$ cat src/rtl/lsu_pkg.sv
// Shared definitions for the load/store controller: funct3 encodings,
// controller states and the access-width legality rule.
package lsu_pkg;

    localparam logic [2:0] F3_B  = 3'b000;
    localparam logic [2:0] F3_H  = 3'b001;
    localparam logic [2:0] F3_W  = 3'b010;
    localparam logic [2:0] F3_BU = 3'b100;
    localparam logic [2:0] F3_HU = 3'b101;

    typedef enum logic [2:0] {
        IDLE,
        LOAD,
        ST_RD,
        ST_WR,
        RESP
    } state_e;

    // Stores have no unsigned variants, so only B/H/W are valid for them.
    function automatic logic f3_legal(input logic we, input logic [2:0] f3);
        if (we) begin
            return (f3 == F3_B) || (f3 == F3_H) || (f3 == F3_W);
        end
        return (f3 == F3_B) || (f3 == F3_H) || (f3 == F3_W) ||
               (f3 == F3_BU) || (f3 == F3_HU);
    endfunction

endpackage

$ cat src/rtl/lsu_align.sv
// Combinational data path: extracts and extends load data from a RAM word,
// and merges sub-word store data into a previously read word.
module lsu_align
    import lsu_pkg::*;
(
    input  logic [2:0]  funct3_i,
    input  logic [31:0] rword_i,
    input  logic [31:0] old_i,
    input  logic [31:0] wdata_i,
    output logic [31:0] load_data_o,
    output logic [31:0] store_data_o
);

    always_comb begin
        load_data_o = '0;
        case (funct3_i)
            F3_B:    load_data_o = {{24{rword_i[7]}}, rword_i[7:0]};
            F3_H:    load_data_o = {{16{rword_i[15]}}, rword_i[15:0]};
            F3_W:    load_data_o = rword_i;
            F3_BU:   load_data_o = {24'd0, rword_i[7:0]};
            F3_HU:   load_data_o = {16'd0, rword_i[15:0]};
            default: load_data_o = '0;
        endcase
    end

    // Full-word stores never read the old word, so they bypass the merge.
    always_comb begin
        store_data_o = wdata_i;
        case (funct3_i)
            F3_B:    store_data_o = {old_i[31:8], wdata_i[7:0]};
            F3_H:    store_data_o = {old_i[31:16], wdata_i[15:0]};
            default: store_data_o = wdata_i;
        endcase
    end

endmodule

$ cat src/rtl/lsu_ctrl.sv
// Load/store controller: accepts one request at a time, sequences the RAM's
// whole-word port (read, write or read-modify-write) and returns one response.
module lsu_ctrl
    import lsu_pkg::*;
#(
    parameter int unsigned MEM_BYTES = 64,
    parameter int unsigned PROT_BASE = 24
) (
    input  logic        clk,
    input  logic        rst,
    input  logic        req_valid,
    output logic        req_ready,
    input  logic        req_we,
    input  logic [2:0]  req_funct3,
    input  logic [31:0] req_addr,
    input  logic [31:0] req_wdata,
    output logic        resp_valid,
    input  logic        resp_ready,
    output logic [31:0] resp_rdata,
    output logic        resp_err,
    output logic        ram_read_en,
    output logic        ram_write_en,
    output logic [31:0] ram_addr,
    output logic [31:0] ram_write_data,
    input  logic [31:0] ram_read_data
);

    localparam logic [31:0] LowAddr  = 32'(PROT_BASE);
    localparam logic [31:0] HighAddr = 32'(MEM_BYTES - 4);

    state_e      state_q;
    logic        we_q;
    logic [2:0]  funct3_q;
    logic [31:0] addr_q;
    logic [31:0] wdata_q;
    logic [31:0] old_q;
    logic [31:0] rdata_q;
    logic        err_q;

    logic        req_legal;
    logic [31:0] load_data;
    logic [31:0] store_data;
    logic        ram_active;

    // The RAM always touches four bytes, hence the MEM_BYTES-4 upper bound.
    assign req_legal = (req_addr >= LowAddr) && (req_addr <= HighAddr) &&
                       f3_legal(req_we, req_funct3);

    lsu_align u_align (
        .funct3_i     (funct3_q),
        .rword_i      (ram_read_data),
        .old_i        (old_q),
        .wdata_i      (wdata_q),
        .load_data_o  (load_data),
        .store_data_o (store_data)
    );

    always_ff @(posedge clk) begin
        if (rst) begin
            state_q  <= IDLE;
            we_q     <= 1'b0;
            funct3_q <= '0;
            addr_q   <= '0;
            wdata_q  <= '0;
            old_q    <= '0;
            rdata_q  <= '0;
            err_q    <= 1'b0;
        end else begin
            case (state_q)
                IDLE: begin
                    if (req_valid) begin
                        we_q     <= req_we;
                        funct3_q <= req_funct3;
                        addr_q   <= req_addr;
                        wdata_q  <= req_wdata;
                        rdata_q  <= '0;
                        err_q    <= ~req_legal;
                        if (!req_legal) begin
                            state_q <= RESP;
                        end else if (!req_we) begin
                            state_q <= LOAD;
                        end else if (req_funct3 == F3_W) begin
                            state_q <= ST_WR;
                        end else begin
                            state_q <= ST_RD;
                        end
                    end
                end
                LOAD: begin
                    rdata_q <= load_data;
                    state_q <= RESP;
                end
                ST_RD: begin
                    old_q   <= ram_read_data;
                    state_q <= ST_WR;
                end
                ST_WR: begin
                    state_q <= RESP;
                end
                RESP: begin
                    if (resp_ready) begin
                        state_q <= IDLE;
                    end
                end
                default: begin
                    state_q <= IDLE;
                end
            endcase
        end
    end

    // Gating with rst guarantees a reset in ST_WR never commits a partial RMW.
    assign ram_active     = ((state_q == LOAD) || (state_q == ST_RD) ||
                             (state_q == ST_WR)) && !rst;
    assign ram_read_en    = ((state_q == LOAD) || (state_q == ST_RD)) && !rst;
    assign ram_write_en   = (state_q == ST_WR) && !rst;
    assign ram_addr       = ram_active ? addr_q : 32'd0;
    assign ram_write_data = ram_write_en ? store_data : 32'd0;

    assign req_ready  = (state_q == IDLE) && !rst;
    assign resp_valid = (state_q == RESP);
    assign resp_rdata = rdata_q;
    assign resp_err   = err_q;

    logic unused_we;
    assign unused_we = we_q;

endmodule

$ cat config.mk
export PLATFORM = sky130hd
export DESIGN_NAME = lsu_ctrl
export DESIGN_NICKNAME = d
export VERILOG_FILES = /design/src/rtl/lsu_pkg.sv /design/src/rtl/lsu_align.sv /design/src/rtl/lsu_ctrl.sv
export SDC_FILE = /design/constraint.sdc
export NUM_CORES = 1
export LEC_CHECK = 0
export ABC_AREA = 1
export BUFFER_PORTS_ARGS = -buffer_cell sky130_fd_sc_hd__buf_2
export CAP_MARGIN = 20
export CELL_PAD_IN_SITES_DETAIL_PLACEMENT = 1
export CELL_PAD_IN_SITES_GLOBAL_PLACEMENT = 1
export CORE_MARGIN = 3
export CORE_UTILIZATION = 36
export DETAILED_ROUTE_END_ITERATION = 10
export HOLD_SLACK_MARGIN = 0.03
export PLACE_DENSITY_LB_ADDON = 0.08
export SLEW_MARGIN = 20
export SYNTH_ARGS = -nofsm -noshare
export SYNTH_HDL_FRONTEND = slang
export SYNTH_HIERARCHICAL = 1
export SYNTH_SLANG_ARGS = --single-unit
export TNS_END_PERCENT = 30
$ cat constraint.sdc
create_clock -name clk -period 1.78 [get_ports clk]
set_input_delay 0.178 -clock clk [delete_from_list [all_inputs] [get_ports clk]]
set_output_delay 0.178 -clock clk [all_outputs]
set_load 0.05 [all_outputs]
# [After elaboration in Yosys (flattened, before gate mapping)]
# Cells that the tools add are included.
[word_totals] register_bits=135 in_bits=104 output_inout_bits=101 word_cells=60
[classes] magnitude_cmp=2 eq_ne=14 n_mux=15 n_bitwise=1 reduce_logical=21
[ops] operator="32-bit case mux with 5 select lines" n=1
[ops] operator="32-bit case mux with 2 select lines" n=2
[ops] operator="32-bit two-way mux" n=3
[ops] operator="32-bit by 5-bit greater-or-equal comparator with 1-bit output, second input constant" n=1
[ops] operator="32-bit by 6-bit less-or-equal comparator with 1-bit output, second input constant" n=1
[ops] operator="3-bit == test, second input constant" n=5
[ops] operator="3-bit by 2-bit == test with 1-bit output, second input constant" n=4
[ops] operator="3-bit case mux with 4 select lines" n=1
[ops] operator="3-bit by 1-bit == test with 1-bit output, second input constant" n=3
[ops] operator="3-bit logical NOT" n=3
[ops] operator="3-bit two-way mux" n=3
[ops] operator="1-bit logical AND" n=6
[ops] operator="1-bit logical OR" n=6
[ops] operator="2-bit AND reduction" n=3
[ops] operator="1-bit two-way mux" n=4
[ops] operator="2-bit two-way mux" n=1
[ops] operator="2-bit by 1-bit != test with 1-bit output, second input constant" n=1
[ops] operator="2-bit != test, second input constant" n=1
[ops] operator="2-bit nonzero test" n=1
[ops] operator="2-bit OR reduction" n=1
[ops] operator="1-bit logical NOT" n=1
[ops] operator="1-bit inverter" n=1

# [Depth between registers and ports, before layout]
[logic_depth] word_depth=10 mapped_depth=10

# [By module]
# Netlist, hierarchy kept.
[by_module_without_submodules] mod="lsu_ctrl" n_inst=1 cells_per_inst=760 area_each_um2=5669.2
[by_module_without_submodules] mod="lsu_align" n_inst=1 cells_per_inst=167 area_each_um2=839.6

# [Least setup slack after synthesis]
# Ideal clock, no wire load.
[synth_path] path_type="register to output" from="reg funct3_q[2]" to="out ram_write_data[10]" t_arrival_ns=1.594 t_required_ns=1.602 slack_ns=0.008 path_stages_with_launch=8 n_path_buf=2 path_cell_list="dfxtp_1 > buf_6 > nor2_8 > buf_2 > nand3_1 > nand2_1 > inv_1 > nor2_1"
[synth_via] elab_chain_len=3 elab_cells_between_ends=4 classes_between="1 x eq/ne; 2 x mux; 1 x reduce/logical"
[synth_rtl] element="start: declaration" line_no="lsu_ctrl.sv:33" text="logic [2:0] funct3_q;"
[synth_rtl] element="start signal: assignment" line_no="lsu_ctrl.sv:73" text="funct3_q <= req_funct3;"
[synth_rtl] element="3-bit by 1-bit == test with 1-bit output or 3-bit logical NOT (tied branches)" line_no="lsu_align.sv:29" text="case (funct3_i)"
[synth_rtl] element="32-bit case mux with 2 select lines *" line_no="lsu_align.sv:29"
[synth_rtl] element="net store_data[10]" line_no="lsu_ctrl.sv:42" text="logic [31:0] store_data;"
[synth_rtl] element="32-bit two-way mux *" line_no="lsu_ctrl.sv:118" text="assign ram_write_data = ram_write_en ? store_data : 32'd0;"
[synth_rtl] element="end: declaration" line_no="lsu_ctrl.sv:24" text="output logic [31:0] ram_write_data,"
# Mark *: on every way through the listed nets, which the timed path passes. The rest lies on a longest branch.

# [Final worst setup path]
[layout_path] from="reg funct3_q[2]" to="out ram_write_data[31]"
# Same word-level chain as after synthesis.

==> impl_metrics.tcl <==
set metrics [dict create \
    tightest_slew_ns 0.675 \
    cp.required_ns 1.60 \
    cp-end-kind "output pin" \
    hpwl_um 13600 \
    critPathLaunchType "flop" \
    drc 0 \
    cp_common_cell "nand2_1" \
    ys_warn_count 6 \
    relSlewSlack_pct 55.0 \
    htreeDepth 4 \
    grt_usage_pct 20.8 \
    grt_pass1_vias 6094 \
    io_pins 205 \
    crit_fanout 13 \
    crit_chain "buf_12 -> nor2_8 -> buf_8 -> nand2_1 -> nand2_1 -> inv_1 -> nor2_2 -> buf_6" \
    num_antenna_cells 0 \
    hold_violations 0 \
    crit_path_max_incr_delay_ns 0.33 \
    worstPathArrival_ns 1.63 \
    rsz0062_at_grt "yes" \
    antenna_left 0 \
    vias_per_cell 4.78 \
    fp.dieH_um 138 \
    antenna_found_initial 0 \
    grt_max_degree 127 \
    maxCapViolCount 0 \
    core_area_um2 16800 \
    cpMaxStageDelayCell "dfxtp_2" \
    fin_ws_ns -0.0316 \
    post-route-period-util_pct 102 \
    postSynthCellCount 895 \
    place_area_um2 7310 \
    worstSetupPathType "flop to output pin" \
    drt_wl_total_um 20300 \
    dp_cells 1262 \
    start_util_pct 37.3 \
    reg2regPathDepth 9 \
    die_area_um2 19000 \
    rows 47 \
    grt_pass1_wl_um 31500 \
    period_minus_slack_ns 1.81 \
    p_leak_nw 3.72 \
    violations "setup timing" \
    worstHoldPathCells 3 \
    drt_iter0_drc 401 \
    clkTransAtPathRegs_ns 0.06 \
    setup_viol 17 \
    clk_latency_ns 0.42 \
    dr.pass1.iters 4 \
    route.vias.total 6300 \
    final_max_slew_viol_count 0 \
    place.gp.congestion 0.792 \
    outcome "finished, violations left" \
    layout-drive-gt1-share_pct 31.2 \
    clock_sinks 127 \
    fin_skew_ns 0.0100 \
    ctsRootBufferMaster "clkbuf_16" \
    hold_class "input pin to flop" \
    netlist_area_um2 6250 \
    cellPowerDensity_nw_per_um2 866 \
    overflow 0 \
    vdd.ir_drop.worst_mv 0.651 \
    final_cell_area_um2 8620 \
    wl_per_cell_um 15.4 \
    cts_buffer_depth 2 \
    port_buffers 204 \
    fmax_mhz 552 \
    die_w_um 138 \
    syn-num-nets 999 \
    numCtsBuffers 17 \
    stdcell_count 1318 \
    cts_tree "done" \
    area_growth_pct 38.0 \
    layout.nets 1190 \
    syn_area_per_cell_um2 6.98 \
]
==> metal layers <==
layer | wire length (um) | GRT usage [%]
met1 | 9930 | 29.6
met3 | 1060 | 5.37
met4 | 153 | 4.83
met2 | 9150 | 31.7
met5 | 0 | 0
==> worst max-delay path: cells and delay by family, from the launching register on <==
family,cells,cell delay [ns]
buffers and inverters,4,0.51
flip-flops,1,0.33
AND/OR/NAND/NOR,4,0.37
==> placed cells by master (no fill, tap or decap), drive strengths merged <==
| master | count |
|---|---|
| buf | 228 |
| nand2 | 210 |
| nor2 | 135 |
| dfxtp | 127 |
| nand3 | 109 |
| a21oi | 95 |
| inv | 88 |
| a211oi | 32 |
| clkbuf | 24 |
| dlygate4sd3 | 20 |
| o21ai | 18 |
| clkinv | 5 |
| nand4 | 2 |
| bufinv | 2 |
| or2 | 1 |
| nand3b | 1 |
| nor3 | 1 |
==> through the flow <==
stage / setup slack, ns / hold WS (ns) / total power, mW / utilization, % / setup TNS (ns)
3_3_place_gp: 0.164 / 0.445 / 4.04 / 43.6 / 0
5_1_grt: -0.143 / 0.0373 / 7.80 / 51.4 / -3.11
3_5_place_dp: 0.154 / 0.450 / 4.05 / 43.6 / 0
2_1_floorplan: 0.00759 / 0.319 / 3.77 / - / 0
4_1_cts: -0.0488 / 0.0301 / 7.52 / 50.3 / -0.526
6_report: -0.0316 / 0.0363 / 7.46 / 51.4 / -0.221
==> state kept, by name, indices dropped and copies added, names as in the netlist <==
signal / cells
resp_err: 1
state_q: 3
old_q: 24
addr_q: 32
wdata_q: 32
resp_rdata: 32
funct3_q: 3
==> what timing repair did <==
| item | 4_1_cts | 5_1_grt |
|---|---|---|
| gates resized for setup | 121 | 54 |
| hold buffers | 20 | 0 |
| pin swaps | 13 | 1 |
| gates cloned | 1 | 0 |
| setup buffers | 2 | 2 |
| endpoints found under the hold margin | 20 | 0 |
| endpoints found under the setup margin | 67 | 67 |
==> worst paths after layout <==
check                                 to                startpoint  slack [ns]
max                   ram_write_data[31]  funct3_q[2]$_SDFFE_PP0P_       -0.03
min reg2reg     wdata_q[31]$_SDFFE_PP0P_  wdata_q[31]$_SDFFE_PP0P_        0.46
max reg2reg  resp_rdata[30]$_SDFFE_PP0P_  funct3_q[2]$_SDFFE_PP0P_        0.13
min              wdata_q[4]$_SDFFE_PP0P_              req_wdata[4]        0.04
==> layout make-up <==
type / count / area, um^2
Fill cell: 2144 / 8140
Sequential cell: 127 / 2550
Clock inverter: 7 / 85.1
Clock buffer: 24 / 482
Tap cell: 220 / 275
Inverter: 88 / 335
Multi-Input combinational cell: 604 / 3030
Timing Repair Buffer: 248 / 1870
==> where the power goes <==
group	internal, mW	leakage, nW	total [mW]	switching, mW
clock network	2.15	0.284	3.40	1.24
logic	0.395	2.39	1.03	0.636
registers	2.98	1.04	3.04	0.0602
total	5.52	3.72	7.46	1.94
(Power assumes the default switching activity.)
